--- src/rtl/frog_draw_pkg.sv ---
// Shared constants for the frame draw engine: FSM state encoding and ROM screen indices.
package frog_draw_pkg;

    localparam int STATE_W = 2;

    localparam logic [STATE_W-1:0] ST_IDLE  = 2'd0;
    localparam logic [STATE_W-1:0] ST_FETCH = 2'd1;
    localparam logic [STATE_W-1:0] ST_DRAIN = 2'd2;
    localparam logic [STATE_W-1:0] ST_DONE  = 2'd3;

    localparam int SCR_START     = 0;
    localparam int SCR_GAME_OVER = 1;
    localparam int SCR_SUCCESS   = 2;
    localparam int SCR_GAME_BG   = 3;

endpackage

--- src/rtl/draw_delay_line.sv ---
// DEPTH-stage {valid,data} shift register that keeps pixel coordinates aligned with ROM data.
// Data only moves with a valid entry, so the output coordinates hold their last value between plots.
module draw_delay_line #(
    parameter int DEPTH = 1,
    parameter int DW    = 8
) (
    input  logic          clk_i,
    input  logic          rst_ni,
    input  logic          flush_i,
    input  logic          valid_i,
    input  logic [DW-1:0] data_i,
    output logic          valid_o,
    output logic [DW-1:0] data_o,
    output logic          pending_o
);

    logic [DEPTH-1:0] vld_w;

    genvar gi;
    generate
        for (gi = 0; gi < DEPTH; gi++) begin : g_stage
            logic          v_in;
            logic [DW-1:0] d_in;
            logic          v_q;
            logic [DW-1:0] d_q;

            if (gi == 0) begin : g_head
                assign v_in = valid_i;
                assign d_in = data_i;
            end else begin : g_tail
                assign v_in = g_stage[gi-1].v_q;
                assign d_in = g_stage[gi-1].d_q;
            end

            always_ff @(posedge clk_i or negedge rst_ni) begin
                if (!rst_ni) begin
                    v_q <= 1'b0;
                    d_q <= '0;
                end else begin
                    v_q <= v_in & ~flush_i;
                    if (v_in) begin
                        d_q <= d_in;
                    end
                end
            end

            assign vld_w[gi] = v_q;
        end

        // The last stage drains on its own; only earlier stages hold work still to come.
        if (DEPTH > 1) begin : g_pend
            assign pending_o = |vld_w[DEPTH-2:0];
        end else begin : g_nopend
            assign pending_o = 1'b0;
        end
    endgenerate

    assign valid_o = vld_w[DEPTH-1];
    assign data_o  = g_stage[DEPTH-1].d_q;

endmodule

--- src/rtl/frame_draw_sequencer.sv ---
// Full-frame draw engine: walks every pixel of the selected screen, issues linear ROM
// addresses and plots coordinates realigned with the ROM read latency.
module frame_draw_sequencer
    import frog_draw_pkg::*;
#(
    parameter int  SCREEN_W    = 160,
    parameter int  SCREEN_H    = 120,
    parameter int  X_W         = 8,
    parameter int  Y_W         = 7,
    parameter int  NUM_SCREENS = 4,
    parameter int  SEL_W       = 2,
    parameter int  ROM_LAT     = 1,
    localparam int ADDR_W      = $clog2(SCREEN_W*SCREEN_H)
) (
    input  logic              clk_i,
    input  logic              rst_ni,
    input  logic              go_i,
    input  logic [SEL_W-1:0]  screen_id_i,
    input  logic              abort_i,
    output logic              busy_o,
    output logic              done_o,
    output logic              err_o,
    output logic [SEL_W-1:0]  rom_sel_o,
    output logic [ADDR_W-1:0] rom_addr_o,
    output logic [X_W-1:0]    x_o,
    output logic [Y_W-1:0]    y_o,
    output logic              plot_o
);

    localparam logic [SEL_W:0]  NUM_SCR = (SEL_W+1)'(NUM_SCREENS);
    localparam logic [X_W-1:0]  X_LAST  = X_W'(SCREEN_W-1);
    localparam logic [Y_W-1:0]  Y_LAST  = Y_W'(SCREEN_H-1);

    logic [STATE_W-1:0] state_q, state_d;
    logic [X_W-1:0]     x_q, x_d;
    logic [Y_W-1:0]     y_q, y_d;
    logic [ADDR_W-1:0]  addr_q, addr_d;
    logic [SEL_W-1:0]   sel_q, sel_d;
    logic               err_q, err_d;

    logic               issue;
    logic               flush;
    logic               id_ok;
    logic               pending;
    logic [X_W+Y_W-1:0] dl_data;

    assign id_ok = {1'b0, screen_id_i} < NUM_SCR;

    always_comb begin
        state_d = state_q;
        x_d     = x_q;
        y_d     = y_q;
        addr_d  = addr_q;
        sel_d   = sel_q;
        err_d   = 1'b0;
        issue   = 1'b0;
        flush   = 1'b0;
        case (state_q)
            ST_IDLE: begin
                // Abort alongside go cancels the request outright.
                if (go_i && !abort_i) begin
                    if (id_ok) begin
                        sel_d   = screen_id_i;
                        x_d     = '0;
                        y_d     = '0;
                        addr_d  = '0;
                        state_d = ST_FETCH;
                    end else begin
                        err_d   = 1'b1;
                        state_d = ST_DONE;
                    end
                end
            end
            ST_FETCH: begin
                if (abort_i) begin
                    flush   = 1'b1;
                    state_d = ST_DONE;
                end else begin
                    issue = 1'b1;
                    if (x_q == X_LAST && y_q == Y_LAST) begin
                        state_d = ST_DRAIN;
                    end else if (x_q == X_LAST) begin
                        x_d    = '0;
                        y_d    = y_q + 1'b1;
                        addr_d = addr_q + 1'b1;
                    end else begin
                        x_d    = x_q + 1'b1;
                        addr_d = addr_q + 1'b1;
                    end
                end
            end
            ST_DRAIN: begin
                if (abort_i) begin
                    flush   = 1'b1;
                    state_d = ST_DONE;
                end else if (!pending) begin
                    state_d = ST_DONE;
                end
            end
            ST_DONE: begin
                state_d = ST_IDLE;
            end
            default: begin
                state_d = ST_IDLE;
            end
        endcase
    end

    always_ff @(posedge clk_i or negedge rst_ni) begin
        if (!rst_ni) begin
            state_q <= ST_IDLE;
            x_q     <= '0;
            y_q     <= '0;
            addr_q  <= '0;
            sel_q   <= SEL_W'(SCR_START);
            err_q   <= 1'b0;
        end else begin
            state_q <= state_d;
            x_q     <= x_d;
            y_q     <= y_d;
            addr_q  <= addr_d;
            sel_q   <= sel_d;
            err_q   <= err_d;
        end
    end

    draw_delay_line #(
        .DEPTH (ROM_LAT),
        .DW    (X_W + Y_W)
    ) u_delay (
        .clk_i     (clk_i),
        .rst_ni    (rst_ni),
        .flush_i   (flush),
        .valid_i   (issue),
        .data_i    ({x_q, y_q}),
        .valid_o   (plot_o),
        .data_o    (dl_data),
        .pending_o (pending)
    );

    assign x_o        = dl_data[X_W+Y_W-1:Y_W];
    assign y_o        = dl_data[Y_W-1:0];
    assign busy_o     = (state_q == ST_FETCH) || (state_q == ST_DRAIN);
    assign done_o     = (state_q == ST_DONE);
    assign err_o      = err_q;
    assign rom_sel_o  = sel_q;
    assign rom_addr_o = addr_q;

endmodule

--- config.mk ---
export PLATFORM = sky130hd
export DESIGN_NAME = frame_draw_sequencer
export DESIGN_NICKNAME = d
export VERILOG_FILES = /design/src/rtl/frog_draw_pkg.sv /design/src/rtl/draw_delay_line.sv /design/src/rtl/frame_draw_sequencer.sv
export SDC_FILE = /design/constraint.sdc
export NUM_CORES = 1
export LEC_CHECK = 0
export BUFFER_PORTS_ARGS = -buffer_cell sky130_fd_sc_hd__buf_2
export CAP_MARGIN = 20
export CORE_MARGIN = 5
export CORE_UTILIZATION = 30
export DETAILED_ROUTE_END_ITERATION = 12
export HOLD_SLACK_MARGIN = 0.06
export PLACE_DENSITY = 0.59
export SYNTH_ARGS = -nofsm -noshare
export SYNTH_HDL_FRONTEND = slang
export SYNTH_SLANG_ARGS = --single-unit
--- constraint.sdc ---
create_clock -name clk_i -period 2.8 [get_ports clk_i]
set_clock_uncertainty 0.15 [all_clocks]
set_input_delay 0.28 -clock clk_i [delete_from_list [all_inputs] [get_ports clk_i]]
set_output_delay 0.28 -clock clk_i [all_outputs]
set_load 0.05 [all_outputs]
==> flow_summary.toml, run 1 <==
[run_status]
status = "finished, final reports clean"

[pwr]
p_sw_frac = 0.473
power_frac_comb = 0.457
power.clock.fraction = 0.162
p_leak_nw = 1.48
p_int_mw = 1.49
ir_drop_mv = 0.424
p_sw_mw = 1.34
pwr-share-seq = 0.382
power_density_nw_per_um2 = 915

[timing]
slew_viol_final = 0
tns_ps = 0
fmax_ghz = 0.386
setup_viol = 0
post-route-period-util = 0.926
slew_headroom = 0.636
layout_min_cycle_time_ps = 2590
rsz0062_at_grt = "no"
final_hold_viol_count = 0
worst_pin_slew_ps = 545

[final_layout]
fill_cells = 909
syn_to_final_growth_pct = 18.7
final_nets = 340
final_cell_area_sq_um = 3090
final_common_cell = "nand2_1"
most-common-layout-cells = "nand2_1, dfrtp_1, buf_2"
diodes = 0
drive_gt1_frac = 0.222

[grt]
grt_max_degree = 30
grt_use_total = 0.123
antenna_found_initial = 0
globalRoute.totalOverflow = 0
grt_pass1_wl_mm = 10.5
grt_pass1_vias = 2188

[setup_path]
reg2reg_from = "x_q[1]$_DFFE_PN0P_"
crit_slowest_cell = "or4_1"
worstSetupStartpointType = "flip-flop"
critPathRequiredTime_ps = 2850
ff2ff_path_depth = 6
critPathMaxStageDelay_ps = 660
crit_arrival_ps = 2650
crit_chain = "ha_1, nand2_2, or4_1, a21o_1, or2_1, a211o_1"
r2r_slack_ps = 210
crit_fanout = 7
cp-end-kind = "flip-flop"
reg2reg_to = "y_q[5]$_DFFE_PN0P_"
critical_path_class = "flip-flop to flip-flop"

[synthesis]
syn_nets = 294
synth-edff-count = 0
yosysSeqAreaShare = 0.481
syn-instance-count = 282
syn_area_per_cell_sq_um = 9.23
ys.flop_type = "dfrtp_1"
ys_async_sr_fraction = 1.00
yosys.cell_types.count = 50
yosysWarningCount = 0
ys_ff_latch = 50
syn_area_sq_um = 2600

[die]
die_area_sq_um = 10600
placementRows = 34
pin_count = 42
die_w_microns = 103
fp.coreArea_sq_um = 8590
start_util = 0.303
die_h_microns = 103

[clock_network]
path_clk_slew_ps = 100
cts_made_buffers = 5
htreeDepth = 2
cts_tree = "done"
clk_latency_ps = 310
clock_path_buffers = 2
cts_num_sinks = 50
cts_root_buffer = "clkbuf_8"
cts_resized = 0

[routing]
post_drt_wl_per_cell_microns = 13.8
drc_errors = 0
drt_first_pass_iters = 4
drtIter0Drc = 68
via_per_inst = 4.97
vias = 2172
wl_mm = 6.03
ant_nets = 0

[place]
hpwl_mm = 4.36
dpl_cell_area_sq_um = 2960
gp_congestion = 0.800
io_buffers = 40

[hold_path]
hp-class = "primary input to asynchronous set/reset pin"

[job]
drv_cap = 0
## state kept, by name (all words and copies together), names as in the netlist
signal / cells
y_q: 7
x_q: 8
u_delay.data_o: 15
rom_addr_o: 15
u_delay.valid_o: 1
rom_sel_o: 2
state_q: 2
## Yosys cell counts (all sizes together), types with 3 or more instances
library cell	instances	area, sq um
nor3	6	30.0
nand3	19	95.1
o21ai	12	63.8
ha	6	75.1
nor2	15	56.3
clkbuf	10	38.8
o211ai	5	37.5
nand2b	7	43.8
nand2	66	250
nand3b	5	37.5
mux2	5	56.3
mux2i	6	60.1
or2	3	18.8
dfrtp	50	1250
xnor2	5	43.8
nor4	3	25.0
a32o	3	30.0
a21oi	9	45.0
buf	6	30.0
or3	3	18.8
inv	5	18.8
and3	4	25.0
## power groups by stage
stage | Sequential (mW) | Clock, mW | Combinational [mW]
floorplan | 1.41 | 0 | 0.656
global placement | 1.09 | 0 | 1.29
detailed placement | 1.09 | 0 | 1.30
CTS | 1.08 | 0.474 | 1.31
global route | 1.12 | 0.499 | 1.41
finish | 1.08 | 0.457 | 1.29
## worst max path at each step
stage / startpoint / endpoint
after global routing: x_q[1]$_DFFE_PN0P_ / y_q[5]$_DFFE_PN0P_
after floorplan: x_q[0]$_DFFE_PN0P_ / y_q[5]$_DFFE_PN0P_
after CTS: x_q[1]$_DFFE_PN0P_ / y_q[5]$_DFFE_PN0P_
after global placement: x_q[1]$_DFFE_PN0P_ / y_q[5]$_DFFE_PN0P_
final: x_q[1]$_DFFE_PN0P_ / y_q[5]$_DFFE_PN0P_
after detailed placement: x_q[1]$_DFFE_PN0P_ / y_q[5]$_DFFE_PN0P_
## kinds of logic (layout without fill, tap and decap cells)
family | after synthesis | count (layout) | share of synthesized area
adders and majority gates | 6 | 6 | 0.0288
other | 1 | 1 | 0.00144
muxes | 11 | 11 | 0.0447
xor gates and xnor gates | 6 | 6 | 0.0202
AOI/OAI and AO/OA | 48 | 48 | 0.136
DFF | 50 | 50 | 0.481
and+or+nand+nor | 139 | 139 | 0.255
buffers and inverters | 21 | 68 | 0.0336
## cell type report
class,instances,area [sq um],share of cell area
well taps,108,135,0.0437
inverters,5,18.8,0.00607
flip-flops and latches,50,1250,0.405
repair buffers,55,320,0.104
multi-input cells,211,1260,0.409
clock buffers,6,82.6,0.0267
clock inverters,2,17.5,0.00567
## through the flow
| step | util | worst slack [ps] | hold WS [ps] | std cells | power [mW] |
|---|---|---|---|---|---|
| 2_1_floorplan | - | 359 | -166 | 282 | 2.07 |
| 3_3_place_gp | 0.344 | 262 | 6.51 | 426 | 2.38 |
| 3_5_place_dp | 0.344 | 218 | 6.37 | 426 | 2.39 |
| 4_1_cts | 0.360 | 199 | 205 | 437 | 2.86 |
| 5_1_grt | 0.360 | 76.5 | 230 | 437 | 3.03 |
| 6_report | 0.360 | 207 | 201 | 437 | 2.83 |
## worst max-delay path, delay by kind of cell, from the launching register on
| family | cells | cell delay (ps) |
|---|---|---|
| flip-flops | 1 | 420 |
| AND/OR/NAND/NOR | 3 | 1080 |
| adder cells (fa/ha/maj) | 1 | 250 |
| AO/OA/AOI/OAI | 2 | 600 |
## routing by layer
metal  part of all wire  GRT usage  vias up
met1               0.51      0.178     1021
met4              0.012     0.0418        0
li1                   -          -     1084
met5                  0          0        -
met2               0.43      0.184       57
met3              0.047     0.0237       10
## timing repair
action / 4_1_cts / 5_1_grt
buffers inserted: 0 / 0
endpoints found under the hold margin: 52 / 0
hold buffers: 3 / 0
Note: power is estimated with default switching activity, not from simulation.
==> inputs of run 2 (changes only) <==
--- a/config.mk
+++ b/config.mk
@@ -14,4 +14,5 @@
 export PLACE_DENSITY = 0.59
 export SYNTH_ARGS = -nofsm -noshare
 export SYNTH_HDL_FRONTEND = slang
+export SYNTH_HIERARCHICAL = 1
 export SYNTH_SLANG_ARGS = --single-unit
==> flow_summary.toml, run 2 <==
[clock_network]
clock_path_buffers = 2
postCtsSetupBuffers = 0
cts_made_buffers = 5
path_clk_slew_ps = 90
cts_tree = "done"
cts-hold-fix-buffers = 3
cts_resized = 0
clk_latency_ps = 300
htreeDepth = 2
cts_num_sinks = 50
cts_root_buffer = "clkbuf_8"

[setup_path]
crit_arrival_ps = 2670
crit_slowest_cell = "or4_1"
crit_chain = "inv_1, ha_1, mux2i_1, nor2_1, o221ai_2, or4_1, o21ai_0"
ff2ff_path_depth = 7
crit_fanout = 12
reg2reg_to = "y_q[4]$_DFFE_PN0P_"
reg2reg_from = "state_q[1]$_DFFE_PN0P_"
critPathMaxStageDelay_ps = 530
critical_path_class = "flip-flop to flip-flop"
cp-end-kind = "flip-flop"
worstSetupStartpointType = "flip-flop"
critPathRequiredTime_ps = 2870
r2r_slack_ps = 200

[die]
start_util = 0.305
pin_count = 42
die_w_microns = 104
placementRows = 34
die_area_sq_um = 10700
die_h_microns = 104
fp.coreArea_sq_um = 8640

[timing]
post-route-worst-setup-slack_ps = 199
fmax_ghz = 0.384
tns_ps = 0
layout_min_cycle_time_ps = 2600
whs_ps = 215
slew_headroom = 0.650
rsz0062_at_grt = "no"
slew_viol_final = 0
worst_pin_slew_ps = 524
post-route-period-util = 0.929
setup_viol = 0
final_hold_viol_count = 0

[hold_path]
hold_path_depth = 3
worstHoldEndpoint = "u_delay/valid_o$_DFF_PN0_"
min_from = "abort_i"
hp-class = "primary input to flip-flop"

[synthesis]
yosysWarningCount = 6
syn_area_sq_um = 2630
ys_ff_latch = 50
synth-edff-count = 0
synth_common_cells = "dfrtp_1, nand2_1, nor2_1"
synthTopCellsByArea = "dfrtp_1, mux2_4, nand2_1"
syn_area_per_cell_sq_um = 10.7
yosysSeqAreaShare = 0.475
yosys.cell_types.count = 51
ys_async_sr_fraction = 1.00
syn-instance-count = 245
syn_nets = 258
ys.flop_type = "dfrtp_1"
yosysTopAreaCell = "dfrtp_1"
synth_top_area_frac = 0.475
synth.most_common_cell = "dfrtp_1"

[run_status]
status = "finished, final reports clean"

[grt]
grt_pass1_wl_mm = 9.61
antenna_found_initial = 0
globalRoute.totalOverflow = 0
grt_use_total = 0.106
grt_max_degree = 36
grt_pass1_vias = 1905

[final_layout]
final_nets = 303
most-common-layout-cells = "dfrtp_1, buf_2, nand2_1"
multiInputGateArea_sq_um = 1260
syn_to_final_growth_pct = 16.5
final_common_cell = "dfrtp_1"
drive_gt1_frac = 0.278
fill_cells = 896
diodes = 0
regArea_sq_um = 1250

[pwr]
p_leak_nw = 1.41
p_int_mw = 1.52
power_density_nw_per_um2 = 911
pwr-share-seq = 0.373
power.clock.fraction = 0.154
power_frac_comb = 0.473
ir_drop_mv = 0.300
p_sw_frac = 0.457
p_sw_mw = 1.28

[routing]
via_per_inst = 4.86
vias = 1939
drtIter0Drc = 92
ant_nets = 0
drc_errors = 0
wl_mm = 5.64
post_drt_wl_per_cell_microns = 14.1
drt_first_pass_iters = 4

[place]
place_worst_setup_slack_ps = 271
gp_congestion = 0.774
hpwl_mm = 4.26
io_buffers = 40

[job]
drv_cap = 0
## run 2: per-layer routing
layer | global-route usage | vias up | wire [microns]
met5 | 0 | - | 0
met4 | 0.0250 | 0 | 17
met3 | 0.0286 | 2 | 267
met2 | 0.163 | 42 | 2620
met1 | 0.148 | 932 | 2730
li1 | - | 963 | -
## run 2: kinds of logic (layout without fill, tap and decap cells)
family | Yosys count | after routing | share of synthesized area
flops | 50 | 50 | 0.475
mux | 21 | 21 | 0.101
other cells | 2 | 2 | 0.00285
compound gates | 33 | 33 | 0.102
buf+inv | 20 | 66 | 0.0485
xor+xnor | 12 | 12 | 0.0399
simple gates | 100 | 100 | 0.198
fa+ha+maj | 7 | 7 | 0.0333
## run 2: power by group through the flow
stage                     Clock (mW)  Sequential (mW)  Combinational (mW)
after CTS                      0.456             1.04                1.33
after global routing           0.481             1.07                1.42
after floorplan                    0             1.35               0.739
after global placement             0             1.05                1.31
after detailed placement           0             1.06                1.33
final                          0.431             1.04                1.32
## run 2: area by class of cell
class | count | share of cell area
clock buffer | 6 | 0.0269
clock inverter | 2 | 0.00408
inverter | 7 | 0.00857
multi-input combinational | 175 | 0.410
sequential | 50 | 0.408
tap | 108 | 0.0441
timing repair buffer | 51 | 0.0987
## run 2: worst max path at each step
stage / startpoint / to / slack (ps)
after floorplan: state_q[1]$_DFFE_PN0P_ / rom_addr_o[12]$_DFFE_PN0P_ / 530
after global placement: x_q[1]$_DFFE_PN0P_ / y_q[1]$_DFFE_PN0P_ / 330
after detailed placement: state_q[1]$_DFFE_PN0P_ / y_q[4]$_DFFE_PN0P_ / 270
after CTS: state_q[1]$_DFFE_PN0P_ / y_q[4]$_DFFE_PN0P_ / 250
after global routing: state_q[1]$_DFFE_PN0P_ / y_q[4]$_DFFE_PN0P_ / 30
final: state_q[1]$_DFFE_PN0P_ / y_q[4]$_DFFE_PN0P_ / 200
## run 2: through the flow
stage | cells | util | instance area [sq um] | total power, mW
after floorplan | 245 | - | 2630 | 2.09
after global placement | 388 | 0.341 | 2940 | 2.36
after detailed placement | 388 | 0.341 | 2940 | 2.39
after CTS | 399 | 0.355 | 3070 | 2.83
after global routing | 399 | 0.355 | 3070 | 2.98
final | 399 | 0.355 | 3070 | 2.79
## run 2: critical path: cells and delay by family (launching register included)
kind | cells | cell delay (ps)
AOI/OAI and AO/OA | 2 | 410
adders and majority gates | 1 | 420
buffers and inverters | 1 | 120
DFF | 1 | 420
muxes | 1 | 140
and+or+nand+nor | 2 | 860
==> inputs of run 3 (changes only) <==
--- a/config.mk
+++ b/config.mk
@@ -8,10 +8,11 @@
 export BUFFER_PORTS_ARGS = -buffer_cell sky130_fd_sc_hd__buf_2
 export CAP_MARGIN = 20
 export CORE_MARGIN = 5
-export CORE_UTILIZATION = 30
+export CORE_UTILIZATION = 33
+export CTS_CLUSTER_SIZE = 8
 export DETAILED_ROUTE_END_ITERATION = 12
 export HOLD_SLACK_MARGIN = 0.06
-export PLACE_DENSITY = 0.59
+export PLACE_DENSITY = 0.62
 export SYNTH_ARGS = -nofsm -noshare
 export SYNTH_HDL_FRONTEND = slang
 export SYNTH_HIERARCHICAL = 1
==> flow_summary.toml, run 3 (same netlist as run 2, synthesis figures left out) <==
[final_layout]
diodes = 0
syn_to_final_growth_pct = 15.5
final_common_cell = "dfrtp_1"
drive_gt1_frac = 0.278
final_nets = 303
most-common-layout-cells = "dfrtp_1, buf_2, nand2_1"
final_cell_area_sq_um = 3040

[setup_path]
reg2reg_from = "y_q[0]$_DFFE_PN0P_"
ff2ff_path_depth = 7
cp-end-kind = "flip-flop"
crit_start = "y_q[0]$_DFFE_PN0P_"
worstSetupStartpointType = "flip-flop"
reg2reg_to = "y_q[3]$_DFFE_PN0P_"
critical_path_class = "flip-flop to flip-flop"
crit_fanout = 10
r2r_slack_ps = 350
critPathRequiredTime_ps = 2850
crit_arrival_ps = 2510

[clock_network]
clock_path_buffers = 2
cts_tree = "done"
clk_latency_ps = 310
path_clk_slew_ps = 100
cts_made_buffers = 5
cts_num_sinks = 50
htreeDepth = 2
cts_root_buffer = "clkbuf_8"

[routing]
vias = 1960
via_per_inst = 4.99
drtIter0Drc = 114
ant_nets = 0
drt_first_pass_iters = 4
drc_errors = 0
wl_mm = 5.67
post_drt_wl_per_cell_microns = 14.4

[place]
io_buffers = 40
gp_congestion = 0.789
hpwl_mm = 4.06
dpl_cell_area_sq_um = 2920

[pwr]
power.clock.fraction = 0.154
power_density_nw_per_um2 = 910
p_leak_nw = 1.40
p_sw_frac = 0.467
p_int_mw = 1.47
ir_drop_mv = 0.331
p_sw_mw = 1.29
power_frac_comb = 0.471
pwr-share-seq = 0.375

[die]
die_area_sq_um = 9860
placementRows = 32
die_h_microns = 99.3
die_w_microns = 99.3
fp.coreArea_sq_um = 7770
start_util = 0.339
pin_count = 42

[grt]
grt_use_total = 0.120
grt_util_met1 = 0.158
grt-busiest-layer = "met2"
globalRoute.totalOverflow = 0
grtUsageMet3 = 0.0259
use_met2 = 0.200
grt_pass1_wl_mm = 9.69
grt_max_degree = 30
antenna_found_initial = 0
grt_pass1_vias = 2030

[timing]
slew_viol_final = 0
rsz0062_at_grt = "no"
final_hold_viol_count = 0
setup_viol = 0
post-route-period-util = 0.877
fmax_ghz = 0.407
tns_ps = 0
layout_min_cycle_time_ps = 2450

[run_status]
status = "finished, final reports clean"

[hold_path]
min_from = "abort_i"
hp-class = "primary input to flip-flop"
hold_path_depth = 3
worstHoldEndpoint = "u_delay/valid_o$_DFF_PN0_"

[job]
drv_cap = 0
## run 3: cell count changes in the layout (fill, tap and decap cells not counted), sizes merged
cell	previous run	this run
clkinv	1	2
clkbuf	6	5
## run 3: critical path, stage by stage (launching register included)
cell	delay [ps]
dfrtp_1	410
ha_1	230
nand4b_1	170
or4_4	620
o221ai_2	390
buf_4	210
o21ai_0	80
o41ai_1	70
## run 3: metal layers
layer / routed length, microns / share of wire / up-vias
met5: 0 / 0 / -
met4: 68 / 0.012 / 0
met3: 249 / 0.044 / 6
met2: 2680 / 0.47 / 39
met1: 2670 / 0.47 / 949
li1: - / - / 966
## run 3: power by group through the flow
stage	sequential [mW]	combinational (mW)	clock, mW
floorplan	1.35	0.739	0
global route	1.06	1.41	0.476
detailed placement	1.05	1.31	0
finish	1.04	1.30	0.427
global placement	1.05	1.29	0
CTS	1.04	1.32	0.449
## run 3: worst max path at each step
stage,end,cells after the start
floorplan,rom_addr_o[12]$_DFFE_PN0P_,10
global placement,x_q[5]$_DFFE_PN0P_,8
detailed placement,x_q[2]$_DFFE_PN0P_,7
CTS,y_q[3]$_DFFE_PN0P_,7
global route,y_q[3]$_DFFE_PN0P_,7
finish,y_q[3]$_DFFE_PN0P_,7
## run 3: repair_timing
action                                  CTS  global route
resized for setup                         0             0
endpoints found under the hold margin    23             0
endpoints found under the setup margin    0             0
hold buffers                              3             0
buffers inserted                          0             0
## run 3: through the flow
stage	std cells	worst slack, ps	hold WS, ps	utilization	power [mW]
2_1_floorplan	245	534	-166	-	2.09
3_3_place_gp	382	402	122	0.376	2.34
3_5_place_dp	382	356	127	0.376	2.36
4_1_cts	393	338	209	0.392	2.81
5_1_grt	393	133	226	0.392	2.95
6_report	393	345	211	0.392	2.77
## run 3: final cells by class
cell class                      instances  area (sq um)
Clock buffer                            5          68.8
Clock inverter                          3          21.3
Fill cell                             797          4730
Inverter                                7          26.3
Multi-Input combinational cell        175          1260
Sequential cell                        50          1250
Tap cell                              102           128
Timing Repair Buffer                   51           290
